<file path="src/rtl/lsu_pkg.sv">
// lsu_pkg: shared encodings for the load/store unit (access sizes, FSM states)
// and the alignment fault rule used at request acceptance.
package lsu_pkg;

  typedef enum logic [1:0] {
    SZ_BYTE = 2'b00,
    SZ_HALF = 2'b01,
    SZ_WORD = 2'b10,
    SZ_RSVD = 2'b11
  } size_e;

  typedef enum logic [1:0] {
    S_IDLE,
    S_EXEC,
    S_WRITE,
    S_RESP
  } state_e;

  // Reserved size, odd halfword, or non-word-aligned word.
  function automatic logic is_misaligned(input logic [1:0] size, input logic [1:0] lo);
    logic bad;
    bad = 1'b0;
    case (size)
      SZ_BYTE: bad = 1'b0;
      SZ_HALF: bad = lo[0];
      SZ_WORD: bad = (lo != 2'b00);
      default: bad = 1'b1;
    endcase
    return bad;
  endfunction

endpackage

</file>
<file path="src/rtl/lsu_if.sv">
// lsu_if: CPU-side request/response handshake of the load/store unit.
// master = requester (CPU pipeline), slave = load_store_unit.
interface lsu_if #(parameter int AW = 32);
  logic          req_valid;
  logic          req_ready;
  logic          req_we;
  logic [1:0]    req_size;
  logic          req_unsigned;
  logic [AW-1:0] req_addr;
  logic [31:0]   req_wdata;
  logic          resp_valid;
  logic          resp_ready;
  logic [31:0]   resp_rdata;
  logic          resp_fault;

  modport master (
    output req_valid, req_we, req_size, req_unsigned, req_addr, req_wdata, resp_ready,
    input  req_ready, resp_valid, resp_rdata, resp_fault
  );

  modport slave (
    input  req_valid, req_we, req_size, req_unsigned, req_addr, req_wdata, resp_ready,
    output req_ready, resp_valid, resp_rdata, resp_fault
  );
endinterface

</file>
<file path="src/rtl/lsu_align.sv">
// lsu_align: combinational lane logic shared by the load and store paths.
// Load: pick the byte/half lane from the memory word and extend it.
// Store: merge a byte/half into the memory word, preserving other bytes.
module lsu_align
  import lsu_pkg::*;
(
  input  logic [1:0]  lo,
  input  logic [1:0]  size,
  input  logic        is_unsigned,
  input  logic [31:0] rdata,
  input  logic [15:0] wdata,
  output logic [31:0] load_data,
  output logic [31:0] store_data
);

  function automatic logic [31:0] load_extend(input logic [31:0] rd, input logic [1:0] sz,
                                              input logic [1:0] l, input logic uns);
    logic [7:0]  b;
    logic [15:0] h;
    logic [31:0] r;
    b = rd[8*l +: 8];
    h = l[1] ? rd[31:16] : rd[15:0];
    r = '0;
    case (sz)
      SZ_BYTE: r = {{24{b[7] & ~uns}}, b};
      SZ_HALF: r = {{16{h[15] & ~uns}}, h};
      SZ_WORD: r = rd;
      default: r = '0;
    endcase
    return r;
  endfunction

  function automatic logic [31:0] store_merge(input logic [31:0] rd, input logic [15:0] wd,
                                              input logic [1:0] sz, input logic [1:0] l);
    logic [31:0] m;
    m = rd;
    case (sz)
      SZ_BYTE: m[8*l +: 8] = wd[7:0];
      SZ_HALF: begin
        if (l[1]) m[31:16] = wd;
        else      m[15:0]  = wd;
      end
      default: m = rd;
    endcase
    return m;
  endfunction

  // Both results are always available; the FSM picks which one to register.
  always_comb begin
    load_data  = load_extend(rdata, size, lo, is_unsigned);
    store_data = store_merge(rdata, wdata, size, lo);
  end

endmodule

</file>
<file path="src/rtl/load_store_unit.sv">
// load_store_unit: converts byte/half/word loads and stores into whole-word
// accesses on an async-read / sync-write data memory. Sub-word stores use
// read-modify-write. One request outstanding at a time.
// Optional macro LSU_RANGE_CHECK_EN: word index >= DEPTH also faults.
module load_store_unit
  import lsu_pkg::*;
#(
  parameter int DEPTH = 64,
  parameter int AW    = 32
) (
  input  logic          clk,
  input  logic          reset,
  lsu_if.slave          bus,
  output logic          mem_we,
  output logic [AW-1:0] mem_addr,
  output logic [31:0]   mem_wdata,
  input  logic [31:0]   mem_rdata
);

  state_e        state;
  logic          we_q;
  logic [1:0]    size_q;
  logic          uns_q;
  logic [1:0]    lo_q;
  logic [15:0]   wdata_q;
  logic          req_ready_q;
  logic          resp_valid_q;
  logic [31:0]   rdata_q;
  logic          fault_q;
  logic          mem_we_q;
  logic [AW-1:0] mem_addr_q;
  logic [31:0]   mem_wdata_q;
  logic          req_fault;
  logic [31:0]   load_data;
  logic [31:0]   store_data;

  assign bus.req_ready  = req_ready_q;
  assign bus.resp_valid = resp_valid_q;
  assign bus.resp_rdata = rdata_q;
  assign bus.resp_fault = fault_q;
  // A write registered for the cycle reset arrives in must never reach memory.
  assign mem_we    = mem_we_q & ~reset;
  assign mem_addr  = mem_addr_q;
  assign mem_wdata = mem_wdata_q;

`ifdef LSU_RANGE_CHECK_EN
  localparam logic [AW-3:0] DEPTH_W = (AW-2)'(DEPTH);
`endif

  // Fault decision for the request currently presented on the bus.
  always_comb begin
    req_fault = is_misaligned(bus.req_size, bus.req_addr[1:0]);
`ifdef LSU_RANGE_CHECK_EN
    if (bus.req_addr[AW-1:2] >= DEPTH_W) req_fault = 1'b1;
`endif
  end

  lsu_align u_align (
    .lo          (lo_q),
    .size        (size_q),
    .is_unsigned (uns_q),
    .rdata       (mem_rdata),
    .wdata       (wdata_q),
    .load_data   (load_data),
    .store_data  (store_data)
  );

  // Request FSM with registered handshake and memory-side outputs.
  // Word stores launch mem_we at acceptance so the write lands in EXEC.
  always_ff @(posedge clk) begin
    if (reset) begin
      state        <= S_IDLE;
      we_q         <= 1'b0;
      size_q       <= '0;
      uns_q        <= 1'b0;
      lo_q         <= '0;
      wdata_q      <= '0;
      req_ready_q  <= 1'b1;
      resp_valid_q <= 1'b0;
      rdata_q      <= '0;
      fault_q      <= 1'b0;
      mem_we_q     <= 1'b0;
      mem_addr_q   <= '0;
      mem_wdata_q  <= '0;
    end else begin
      case (state)
        S_IDLE: begin
          if (bus.req_valid && req_ready_q) begin
            we_q        <= bus.req_we;
            size_q      <= bus.req_size;
            uns_q       <= bus.req_unsigned;
            lo_q        <= bus.req_addr[1:0];
            wdata_q     <= bus.req_wdata[15:0];
            req_ready_q <= 1'b0;
            rdata_q     <= '0;
            fault_q     <= req_fault;
            if (req_fault) begin
              state        <= S_RESP;
              resp_valid_q <= 1'b1;
            end else begin
              state      <= S_EXEC;
              mem_addr_q <= {bus.req_addr[AW-1:2], 2'b00};
              if (bus.req_we && bus.req_size == SZ_WORD) begin
                mem_we_q    <= 1'b1;
                mem_wdata_q <= bus.req_wdata;
              end
            end
          end
        end
        S_EXEC: begin
          mem_we_q <= 1'b0;
          if (!we_q) begin
            rdata_q      <= load_data;
            state        <= S_RESP;
            resp_valid_q <= 1'b1;
          end else if (size_q == SZ_WORD) begin
            state        <= S_RESP;
            resp_valid_q <= 1'b1;
          end else begin
            mem_wdata_q <= store_data;
            mem_we_q    <= 1'b1;
            state       <= S_WRITE;
          end
        end
        S_WRITE: begin
          mem_we_q     <= 1'b0;
          state        <= S_RESP;
          resp_valid_q <= 1'b1;
        end
        S_RESP: begin
          if (bus.resp_ready) begin
            resp_valid_q <= 1'b0;
            req_ready_q  <= 1'b1;
            state        <= S_IDLE;
          end
        end
        default: state <= S_IDLE;
      endcase
    end
  end

endmodule

</file>
<file path="src/flat_wrapper.sv">
// flat-port wrapper written by rule: the top's interface ports become plain ports
module load_store_unit_flat import lsu_pkg::*;
#(
  parameter int DEPTH = 64,
  parameter int AW    = 32
)
  (clk, reset, mem_we, mem_addr, mem_wdata, mem_rdata, bus_req_valid, bus_req_we, bus_req_size, bus_req_unsigned, bus_req_addr, bus_req_wdata, bus_resp_ready, bus_req_ready, bus_resp_valid, bus_resp_rdata, bus_resp_fault);
  lsu_if #(.AW(AW)) bus_i ();
  input  logic clk;
  input  logic reset;
  output logic mem_we;
  output logic [AW-1:0] mem_addr;
  output logic [31:0] mem_wdata;
  input  logic [31:0] mem_rdata;
  input wire logic [$bits(bus_i.req_valid)-1:0] bus_req_valid;
  input wire logic [$bits(bus_i.req_we)-1:0] bus_req_we;
  input wire logic [$bits(bus_i.req_size)-1:0] bus_req_size;
  input wire logic [$bits(bus_i.req_unsigned)-1:0] bus_req_unsigned;
  input wire logic [$bits(bus_i.req_addr)-1:0] bus_req_addr;
  input wire logic [$bits(bus_i.req_wdata)-1:0] bus_req_wdata;
  input wire logic [$bits(bus_i.resp_ready)-1:0] bus_resp_ready;
  output wire logic [$bits(bus_i.req_ready)-1:0] bus_req_ready;
  output wire logic [$bits(bus_i.resp_valid)-1:0] bus_resp_valid;
  output wire logic [$bits(bus_i.resp_rdata)-1:0] bus_resp_rdata;
  output wire logic [$bits(bus_i.resp_fault)-1:0] bus_resp_fault;
  assign bus_i.req_valid = bus_req_valid;
  assign bus_i.req_we = bus_req_we;
  assign bus_i.req_size = bus_req_size;
  assign bus_i.req_unsigned = bus_req_unsigned;
  assign bus_i.req_addr = bus_req_addr;
  assign bus_i.req_wdata = bus_req_wdata;
  assign bus_i.resp_ready = bus_resp_ready;
  assign bus_req_ready = bus_i.req_ready;
  assign bus_resp_valid = bus_i.resp_valid;
  assign bus_resp_rdata = bus_i.resp_rdata;
  assign bus_resp_fault = bus_i.resp_fault;
  load_store_unit #(.DEPTH(DEPTH), .AW(AW)) u_core (.clk(clk), .reset(reset), .bus(bus_i), .mem_we(mem_we), .mem_addr(mem_addr), .mem_wdata(mem_wdata), .mem_rdata(mem_rdata));
endmodule
</file>
<file path="config.mk">
export PLATFORM = sky130hd
export DESIGN_NAME = load_store_unit_flat
export DESIGN_NICKNAME = d
export VERILOG_FILES = /design/src/rtl/lsu_pkg.sv /design/src/rtl/lsu_if.sv /design/src/rtl/lsu_align.sv /design/src/rtl/load_store_unit.sv /design/src/flat_wrapper.sv
export SDC_FILE = /design/constraint.sdc
export NUM_CORES = 1
export LEC_CHECK = 0
export BUFFER_PORTS_ARGS = -buffer_cell sky130_fd_sc_hd__buf_2
export CORE_AREA = 5 5 130 132
export CTS_CLUSTER_SIZE = 30
export DETAILED_ROUTE_END_ITERATION = 10
export DIE_AREA = 0 0 135 137
export PLACE_DENSITY = 0.65
export SLEW_MARGIN = 15
export SYNTH_ARGS = -nofsm -noshare
export SYNTH_HDL_FRONTEND = slang
export SYNTH_SLANG_ARGS = --single-unit
</file>
<file path="constraint.sdc">
create_clock -name clk -period 2.6 [get_ports clk]
set_input_delay 0.26 -clock clk [delete_from_list [all_inputs] [get_ports clk]]
set_output_delay 0.26 -clock clk [all_outputs]
set_load 0.05 [all_outputs]
</file>
==> flow_metrics.py <==
metrics = {
    "job": {
        "cap_violations": 0,
    },
    "power_and_ir_drop": {
        "intPower_uw": 4876,
        "power.share.combinational_pct": 43.7,
        "switchingPower_uw": 3914,
        "p_per_area_nw_per_um2": 1105,
        "seqPwrFrac_pct": 28.3,
        "switching_share_pct": 44.53,
        "power.total_uw": 8789,
        "irDropWorstVdd_uv": 562.0,
        "p_leak_uw": 0.003376,
        "clkPwrFrac_pct": 28.0,
    },
    "layout": {
        "diodes": 0,
        "drive_above_1_share_pct": 29.98,
        "final_core_util_pct": 50.99,
        "nets": 1074,
        "area_growth_pct": 29.93,
    },
    "synthesis": {
        "netlist.area_leader.share_pct": 39.90,
        "avgSynthCellArea_um2": 7.898,
        "synthCells": 775,
        "yosysMostFrequentCell": "nand2_1",
        "synth-main-ff-cell": "dfxtp_1",
        "ys_seq_area_share_pct": 39.90,
        "yosysWarnings": 0,
        "syn-cell-area_um2": 6121,
        "synth_edf_count": 0,
        "synth_common_cells": "162 x nand2_1, 122 x dfxtp_1, 106 x a21oi_1, 46 x nor2_1, 39 x clkbuf_1",
        "ys_top_cells_by_area": "dfxtp_1 40%, nand2_1 9.9%, a21oi_1 8.7%, a221oi_1 3.3%, o21ai_0 2.9%",
        "yosysTopAreaCell": "dfxtp_1",
        "synth_cell_type_count": 56,
        "synth_seq_cells": 122,
        "async_flop_share_pct": 0,
    },
    "cts": {
        "clockRootBuffer": "clkbuf_16",
        "clockBufferDepth": 2,
        "postCtsHoldBufs": 0,
        "post_cts_buffers": 0,
        "cts_max_level": 4,
        "clock_latency_ns": 0.42,
        "clk_pin_slew_worst_paths_ns": 0.06,
        "cts_resized": 0,
        "cts_tree": "yes",
        "numCtsBuffers": 17,
        "cts_sinks": 122,
    },
    "worst_setup_path": {
        "critPathKind": "flip-flop to flip-flop",
        "crit_chain": "inv_1 > ha_1 > o21ai_0 > nand3_1 > nor2_1 > a22o_1",
        "path_delay_family": "simple AND/OR/NAND/NOR gates",
        "cp_num_buf_inv": 1,
        "cp_slowest_cell": "nor2_1",
        "cpPeakStageDelay_ns": 0.84,
        "crit_start": "u_core.state[0]",
        "arrival_ns": 2.70,
        "r2r_start": "u_core.state[0]",
        "cp-end-kind": "flip-flop",
        "crit_path_max_fanout": 16,
        "cp.required_ns": 2.96,
        "start_kind": "flip-flop",
    },
    "global_routing": {
        "use_met3_pct": 7.390,
        "grt_pass1_wl_mm": 33.02,
        "gr-usage-met2_pct": 34.77,
        "antenna_found_initial": 2,
        "busiest_layer": "met2",
        "globalRouteMet1Util_pct": 30.36,
        "grt_pass1_vias": 6089,
        "grt_start_max_net_pins": 48,
        "globalRouteTotalUtil_pct": 22.69,
        "grt_overflow": 0,
    },
    "timing": {
        "setup_viol": 0,
        "period_needed_ns": 2.339,
        "setup_tns_ns": 0,
        "maxSlewHeadroom_pct": 26.10,
        "fmax_mhz": 427.6,
        "fin_skew_ns": 0.007424,
        "period_share_pct": 89.95,
        "drv_slew": 0,
        "holdWs_ns": 0.07115,
        "hold_viol_final": 0,
        "tightest_slew_ns": 1.104,
        "rsz0062_at_grt": "no",
    },
    "floorplanning": {
        "die-height_um": 137,
        "core_area_um2": 15600,
        "num_rows": 46,
        "dieWidth_um": 135,
        "start_util_pct": 39.24,
        "io_pins": 204,
        "dieArea_um2": 18500,
    },
    "min_path": {
        "worstHoldStart": "bus_req_addr[16]",
        "hold_class": "input pin to flip-flop",
    },
    "route": {
        "firstDrtPassIters": 7,
        "first_iter_violations": 695,
        "ant_nets": 0,
        "dr_total_vias": 6549,
        "drcViolationCount": 0,
        "via_per_inst": 5.503,
        "wl_per_cell_um": 18.23,
        "routed_wirelength_mm": 21.69,
    },
    "placed_design": {
        "hpwl_mm": 16.04,
        "numPortBuffers": 201,
        "place.gp.congestion": 0.8931,
    },
    "outcome": {
        "status": "finished, final reports clean",
    },
}
==> cells in the final DEF (no fill, tap or decap), types with 8 or more instances in the layout <==
cell and count:
a21oi_1 106, a221oi_1 23, a221oi_2 10, a22o_1 18
a31oi_1 18, buf_2 201, buf_4 28, clkbuf_16 17
dfxtp_1 122, ha_1 9, inv_1 17, mux2i_1 9
nand2_1 162, nand2b_1 8, nand4_1 8, nor2_1 45
nor2b_1 12, nor3_1 10, nor3_2 11, o21ai_0 35
==> cell families (layout without fill, tap and decap cells) <==
logic type      Yosys count  in the layout  synth area share [%]
mux                      10             10                 1.840
flops                   122            122                 39.90
compound gates          263            263                 29.01
fa+ha+maj                 9              9                 1.840
simple gates            289            289                 21.65
buf+inv                  81            279                 5.703
other cells               1              2               0.06127
==> state kept, by name, summed over array words and instances, names as in the netlist, 2 cells and up <==
signal,count
u_core.bus.resp_rdata,32
u_core.mem_wdata,32
u_core.mem_addr,30
u_core.wdata_q,16
u_core.lo_q,2
u_core.size_q,2
u_core.state,2
==> metrics by stage <==
step           setup slack (ns)  area (um2)  std cells
2_1_floorplan            0.2585        6125        776
3_3_place_gp             0.2958        7341       1158
3_5_place_dp             0.2523        7341       1158
4_1_cts                  0.2372        7953       1190
5_1_grt                 0.04243        7953       1190
6_report                 0.2612        7953       1190
==> power groups by stage <==
stage | clock, uW | sequential (uW) | combinational, uW
2_1_floorplan | 0 | 3430 | 1920
3_3_place_gp | 0 | 2520 | 3800
3_5_place_dp | 0 | 2520 | 3820
4_1_cts | 2480 | 2490 | 3830
5_1_grt | 2570 | 2530 | 4140
6_report | 2460 | 2490 | 3840
==> worst register-to-register path, cell delays in order, from the launching register on <==
cell     delay (ns)
dfxtp_1        0.39
inv_1          0.10
ha_1           0.27
o21ai_0        0.29
nand3_1        0.14
nor2_1         0.84
a22o_1         0.26
==> final timing paths <==
kind,endpoint,slack (ns),cells past startpoint
min reg2reg,u_core.mem_wdata[23],0.44,2
max,u_core.mem_wdata[9],0.26,6
max reg2reg,u_core.mem_wdata[9],0.26,6
min,u_core.mem_addr[16],0.07,3
==> cell type report <==
type                       count  area (um2)
clock buffer                  19       442.9
multi-input combinational    573        3344
fill                        1534        7645
inverter                      18       67.56
timing repair buffer         229        1216
tap                          216       270.3
clock inverter                13       168.9
sequential                   122        2442
==> layer usage <==
| layer | up-vias | wire length [um] |
|---|---|---|
| li1 | 3165 | - |
| met1 | 3037 | 9389 |
| met2 | 302 | 9551 |
| met3 | 41 | 2151 |
| met4 | 4 | 572 |
| met5 | - | 23 |
No activity file was read; power rests on OpenSTA's default activity.
